[config.mk]
export PLATFORM = sky130hd
export DESIGN_NAME = prog_loader
export DESIGN_NICKNAME = d
export VERILOG_FILES = /design/src/rtl/prog_loader_pkg.sv /design/src/rtl/prog_loader_fsm.sv /design/src/rtl/prog_loader.sv
export SDC_FILE = /design/constraint.sdc
export NUM_CORES = 1
export LEC_CHECK = 0
export CORE_MARGIN = 2
export CORE_UTILIZATION = 50
export CTS_CLUSTER_DIAMETER = 150
export DETAILED_ROUTE_END_ITERATION = 7
export PLACE_DENSITY = 0.85
export SYNTH_ARGS = -nofsm -noshare
export SYNTH_HDL_FRONTEND = slang
export SYNTH_SLANG_ARGS = --single-unit
[constraint.sdc]
create_clock -name Clock -period 3.9 [get_ports Clock]
set_input_delay 0.585 -clock Clock [delete_from_list [all_inputs] [get_ports Clock]]
set_output_delay 0.585 -clock Clock [all_outputs]
set_load 0.005 [all_outputs]
[src/rtl/prog_loader_pkg.sv]
// prog_loader_pkg
//   Shared definitions for the program loader and the CPU it boots:
//   loader state encoding, CPU-wide instruction word width and the number
//   of cycles the CPU is held in reset before a run.
package prog_loader_pkg;

    localparam int WORD_W      = 16;
    localparam int HOLD_CYCLES = 2;

    typedef enum logic [2:0] {
        S_IDLE,
        S_LOAD,
        S_HOLD,
        S_RUN,
        S_DONE,
        S_ERROR
    } state_t;

endpackage

[src/rtl/prog_loader_fsm.sv]
// loader_fsm
//   Control for the program loader: state register, CPU reset hold counter
//   and the counter of enabled CPU run cycles.
//   Ports:
//     clk, rst_n    - clock, asynchronous active-low reset
//     start, halt   - start pulse, early-stop level
//     load_done     - last word of a good load accepted this cycle
//     load_fail     - load ended with a checksum/termination failure
//     state         - current state
//     start_take    - start accepted this cycle (datapath clears its counters)
//     run_en        - CPU clock enable, gated low while halt is high
//     cycle_count   - enabled CPU cycles in the current run
module loader_fsm
    import prog_loader_pkg::*;
#(
    parameter int RUN_CYCLES = 30
) (
    input  logic        clk,
    input  logic        rst_n,
    input  logic        start,
    input  logic        halt,
    input  logic        load_done,
    input  logic        load_fail,
    output state_t      state,
    output logic        start_take,
    output logic        run_en,
    output logic [15:0] cycle_count
);

    state_t     state_q;
    state_t     state_d;
    logic [1:0] hold_cnt;
    logic       run_last;

    assign state      = state_q;
    assign start_take = start && (state_q inside {S_IDLE, S_DONE, S_ERROR});
    assign run_en     = (state_q == S_RUN) && !halt;
    // Leave RUN on the edge that completes the final enabled cycle.
    assign run_last   = run_en && (cycle_count == 16'(RUN_CYCLES - 1));

    always_comb begin
        state_d = state_q;
        case (state_q)
            S_IDLE:  if (start) state_d = S_LOAD;
            S_LOAD: begin
                if (load_fail)      state_d = S_ERROR;
                else if (load_done) state_d = S_HOLD;
            end
            S_HOLD:  if (hold_cnt == 2'(HOLD_CYCLES - 1)) state_d = S_RUN;
            S_RUN:   if (halt || run_last) state_d = S_DONE;
            S_DONE:  if (start) state_d = S_LOAD;
            S_ERROR: if (start) state_d = S_LOAD;
            default: state_d = S_IDLE;
        endcase
    end

    always_ff @(posedge clk or negedge rst_n) begin
        if (!rst_n) begin
            state_q     <= S_IDLE;
            hold_cnt    <= '0;
            cycle_count <= '0;
        end else begin
            state_q <= state_d;
            if (state_q == S_HOLD) hold_cnt <= hold_cnt + 2'd1;
            else                   hold_cnt <= '0;
            // Count survives into DONE so the run length stays readable.
            if (state_q == S_IDLE || start_take) cycle_count <= '0;
            else if (run_en)                     cycle_count <= cycle_count + 16'd1;
        end
    end

endmodule

[src/rtl/prog_loader.sv]
// prog_loader
//   Boot and run controller for the 16-bit CPU. Streams instruction words
//   into instruction memory from address 0, holds the CPU in reset for
//   HOLD_CYCLES, then enables the CPU clock for RUN_CYCLES (or until Halt).
//   Optional feature macro: LOADER_CHECKSUM_EN -- the In_Last word becomes a
//   16-bit wrapping checksum of the preceding words instead of an
//   instruction; a mismatch or a memory-full end without In_Last goes to
//   ERROR.
//   Ports:
//     Clock, Reset_n           - clock, asynchronous active-low reset
//     Start, Halt              - load start pulse, run early-stop level
//     In_Valid/In_Ready        - word handshake; In_Data word, In_Last end
//     Mem_WE/Mem_Addr/Mem_WData- registered instruction memory write
//     Cpu_Reset_n, Cpu_Run     - CPU reset (active-low) and clock enable
//     Word_Count, Cycle_Count  - words written, enabled run cycles
//     Done, Err                - run finished, checksum failure
module prog_loader
    import prog_loader_pkg::*;
#(
    parameter int ADDR_W     = 8,
    parameter int RUN_CYCLES = 30
) (
    input  logic              Clock,
    input  logic              Reset_n,
    input  logic              Start,
    input  logic              Halt,
    input  logic              In_Valid,
    output logic              In_Ready,
    input  logic [WORD_W-1:0] In_Data,
    input  logic              In_Last,
    output logic              Mem_WE,
    output logic [ADDR_W-1:0] Mem_Addr,
    output logic [WORD_W-1:0] Mem_WData,
    output logic              Cpu_Reset_n,
    output logic              Cpu_Run,
    output logic [ADDR_W:0]   Word_Count,
    output logic [15:0]       Cycle_Count,
    output logic              Done,
    output logic              Err
);

    state_t state;
    logic   start_take;
    logic   accept;
    logic   at_top;
    logic   write_word;
    logic   load_done;
    logic   load_fail;
    logic   clear;

    loader_fsm #(.RUN_CYCLES(RUN_CYCLES)) u_fsm (
        .clk         (Clock),
        .rst_n       (Reset_n),
        .start       (Start),
        .halt        (Halt),
        .load_done   (load_done),
        .load_fail   (load_fail),
        .state       (state),
        .start_take  (start_take),
        .run_en      (Cpu_Run),
        .cycle_count (Cycle_Count)
    );

    assign In_Ready    = (state == S_LOAD);
    assign accept      = In_Valid && In_Ready;
    // In LOAD the count never exceeds 2^ADDR_W-1, so the low bits give the slot.
    assign at_top      = (Word_Count[ADDR_W-1:0] == '1);
    assign clear       = (state == S_IDLE) || start_take;
    // CPU stays in reset everywhere except RUN and DONE (DONE keeps it inspectable).
    assign Cpu_Reset_n = (state == S_RUN) || (state == S_DONE);
    assign Done        = (state == S_DONE);

`ifdef LOADER_CHECKSUM_EN
    logic [WORD_W-1:0] sum;

    assign write_word = accept && !In_Last;
    assign load_done  = accept && In_Last && (In_Data == sum);
    assign load_fail  = accept && (In_Last ? (In_Data != sum) : at_top);
    assign Err        = (state == S_ERROR);

    always_ff @(posedge Clock or negedge Reset_n) begin
        if (!Reset_n)        sum <= '0;
        else if (clear)      sum <= '0;
        else if (write_word) sum <= sum + In_Data;
    end
`else
    assign write_word = accept;
    assign load_done  = accept && (In_Last || at_top);
    assign load_fail  = 1'b0;
    assign Err        = 1'b0;
`endif

    always_ff @(posedge Clock or negedge Reset_n) begin
        if (!Reset_n) begin
            Mem_WE     <= 1'b0;
            Mem_Addr   <= '0;
            Mem_WData  <= '0;
            Word_Count <= '0;
        end else begin
            Mem_WE <= write_word;
            if (write_word) begin
                Mem_Addr  <= Word_Count[ADDR_W-1:0];
                Mem_WData <= In_Data;
            end
            if (clear)           Word_Count <= '0;
            else if (write_word) Word_Count <= Word_Count + (ADDR_W+1)'(1);
        end
    end

endmodule

==> parameters.txt <==
Parameter                              Value

Status
  Result of the run ... complete, no violations

GRT
  Via count of the first global-routing pass ... 2076
  Global-route usage over all layers ... 0.2163
  Final global-route overflow total ... 0
  Antenna violations before repair ... 0
  Global-route wire length before repair ... 9377 um
  Maximum number of pins on one net before global-route repair ... 32

Critical path
  Launching element type of the critical path ... input pin
  Crit end category ... primary output
  Critical path class ... input pin to primary output
  Maximum net fanout on the critical path ... 16
  Arrival time of the worst setup path ... roughly 2 ns
  Reg2reg path depth ... 5
  WP data required ... ~3.3 ns

Placement
  Placed wire-length estimate after detailed placement ... 3920 um
  Buffers on Ports ... 75
  Pre-CTS setup slack ... 1.323 ns
  Weighted congestion at the end of routability-driven global placement ... 0.8457

Logic synthesis
  Number of standard cells after synthesis ... 266
  Syn Std Cell Area ... 0.002501 mm^2
  Number of nets produced by synthesis ... 292
  Post-synth EDFFs ... 0
  Post-synthesis area per instance ... roughly 9.4 um^2
  Most common flop cell mapped by yosys ... dfrtp_1
  Post-synth ARST share ... 1.000
  Flip-flop and latch count after synthesis ... between 50 and 60
  Yosys warning count ... 0
  Count of cell types in the netlist ... 42
  Fraction of the yosys area taken by sequential cells ... 0.5503

Drt
  Count of nets left with antenna violations after detail routing ... 0
  First-pass iteration count of the detailed router ... 4
  Total number of vias ... about 2.1k
  Iter 0 DRT Violations ... 143
  DR DRC count ... 0
  Post-detailed-routing wire length ... between 5000 and 6000 um
  Routed WL per cell ... between 10 and 15 um
  Mean number of vias per cell ... 5.228

Timing
  Clock skew ... between 0.005 and 0.006 ns
  Fin crit period ... approximately 2.6 ns
  Highest achievable clock rate ... roughly 380 MHz
  Max-slew violations ... 0
  RSZ-0062 raised after global routing ... no
  Setup total negative slack ... 0 ns
  Worst Tran Pin Value ... between 0.6 and 0.7 ns
  Final cycle utilization of the critical path ... 0.6665
  Final Hold Slack ... approximately 0.25 ns
  Number of hold violations in the final report ... 0
  Worst rel slew slack ... 0.5383
  Setup WS post-layout ... around 1.3 ns
  Final setup violation count ... 0

Clocking
  Number of hold-repair buffers added at the cts stage ... 0
  Post-CTS sizing ... 0
  Number of buffers inserted by post-CTS setup repair ... 0
  Clk pin slew, worst setup/hold paths ... around 0.090 ns
  CTS tree ... yes
  Worst skew pair latency ... 0.31 ns
  Root Driver ... clkbuf_8
  CTS Sinks ... between 50 and 60
  Num CTS Buffers ... 5
  Deepest clock path buffer count ... 2
  CTS H-Tree Depth ... 2

Power and ir drop
  Net switching component of the power ... around 600 uW
  Combinational fraction of design power ... 0.371
  Maximum VDD drop ... ~0.00036 V
  Leak ... between 0.0015 and 0.002 uW
  Part of the total power dissipated in the clock network ... 0.175
  Sw Ratio ... 0.3411
  Register share of total power ... 0.453
  Internal power component ... 1154 uW
  Power per Cell Area ... slightly above 500 mW/mm^2

Layout
  P&R area growth vs syn ... 35.17%
  Nets ... approximately 370
  Ant diodes ... 0
  Share of final-layout standard cells stronger than drive strength 1 ... 0.05865

Floorplan
  Die outline width ... approximately 75 um
  Initial core utilization ... 0.5226
  Core footprint ... between 0.004 and 0.005 mm^2
  Vertical extent of the die ... 74.73 um
  Die footprint ... approximately 0.0056 mm^2
  FP Rows ... 25
  Top Ports ... 77

Job
  Max Cap Violations ... 0

Hold path
  Worst hold path class ... input pin to asynchronous set/reset pin
layer usage:
layer  wire (um)  global-route usage  vias to the layer above
li1            -                   -                     1034
met4          53             0.05754                        0
met2        2577              0.3412                       60
met1        2379              0.2850                     1033
met5           0                   0                        -
met3         429             0.08032                        6
sequential cells by signal, summed over array words and instances (netlist names):
signal,count
Mem_WData,16
u_fsm.cycle_count,16
Word_Count,9
Mem_Addr,8
u_fsm.state,3
u_fsm.hold_cnt,2
Mem_WE,1
layout make-up:
class	instances	area (um^2)
clock buffers	6	72.57
clock inverters	2	12.51
fillers	387	1405
inverters	5	18.77
multi-input cells	194	1041
flip-flops and latches	55	1376
well taps	67	83.83
repair buffers	79	775.7
layout by cell type (no fill, tap or decap), drive strengths merged, types with 2 or more instances in the layout:
master,instances
ha,4
nor4,3
or4,3
o31ai,3
or3,5
nand2,88
clkdlybuf4s50,74
a21oi,11
xor2,9
nand4,8
nor2,21
nor3,3
nand3,8
inv,5
xnor2,6
o21ai,6
buf,5
and3,2
clkbuf,6
dfrtp,55
and4,2
synthesized netlist by cell type (2+ instances only):
cell type	n	area, um^2
nand2_1	87	326.6
dfrtp_1	55	1376
nor2_1	21	78.83
a21oi_1	10	50.05
xor2_1	9	78.83
nand3_1	7	35.03
nand4_1	7	43.79
o21ai_0	6	30.03
xnor2_1	6	52.55
clkbuf_1	5	18.77
or3_1	5	31.28
buf_2	4	20.02
ha_1	4	50.05
inv_1	4	15.01
nor3_1	3	15.01
nor4_1	3	18.77
o31ai_1	3	22.52
buf_4	2	15.01
or4_1	2	15.01
through the flow:
step | instances | cell area, um^2 | util | power (uW)
2_1_floorplan | 266 | 2501 | - | 1111
3_3_place_gp | 400 | 3296 | 0.6886 | 1439
3_5_place_dp | 400 | 3296 | 0.6886 | 1457
4_1_cts | 408 | 3381 | 0.7064 | 1763
5_1_grt | 408 | 3381 | 0.7064 | 1870
6_report | 408 | 3381 | 0.7064 | 1752
kinds of logic (layout without fill, tap and decap cells):
| family | count (synthesis) | count (layout) | synth area share |
|---|---|---|---|
| compound gates | 25 | 25 | 0.06054 |
| fa+ha+maj | 4 | 4 | 0.02001 |
| buf+inv | 17 | 92 | 0.03351 |
| other cells | 1 | 1 | 0.001499 |
| simple gates | 149 | 149 | 0.2816 |
| xor+xnor | 15 | 15 | 0.05253 |
| flops | 55 | 55 | 0.5503 |
final timing paths:
path,startpoint,slack [ns],endpoint
setup / recovery,Halt,1.30,Cpu_Run
hold / removal,Reset_n,0.25,u_fsm.cycle_count[4]$_DFFE_PN0P_
setup reg to reg,u_fsm.state[2]$_DFFE_PN0P_,1.95,Word_Count[2]$_DFFE_PN0P_
hold reg to reg,u_fsm.hold_cnt[0]$_DFF_PN0_,0.43,u_fsm.hold_cnt[0]$_DFF_PN0_
max in group asynchronous,Reset_n,2.86,u_fsm.cycle_count[9]$_DFFE_PN0P_
min in group Clock,u_fsm.hold_cnt[0]$_DFF_PN0_,0.43,u_fsm.hold_cnt[0]$_DFF_PN0_
worst max-delay path: stages:
cell,delay [ns]
clkdlybuf4s50_1,0.39
and4bb_1,0.26
buf_4,0.23
clkdlybuf4s50_1,0.54
power by group through the flow:
stage               clock (uW)  sequential, uW  combinational (uW)
floorplan                    0             789                 322
global placement             0             800                 639
detailed placement           0             801                 656
CTS                        311             794                 658
global route               332             812                 726
finish                     307             794                 650
Power figures use the tool's default switching activity.
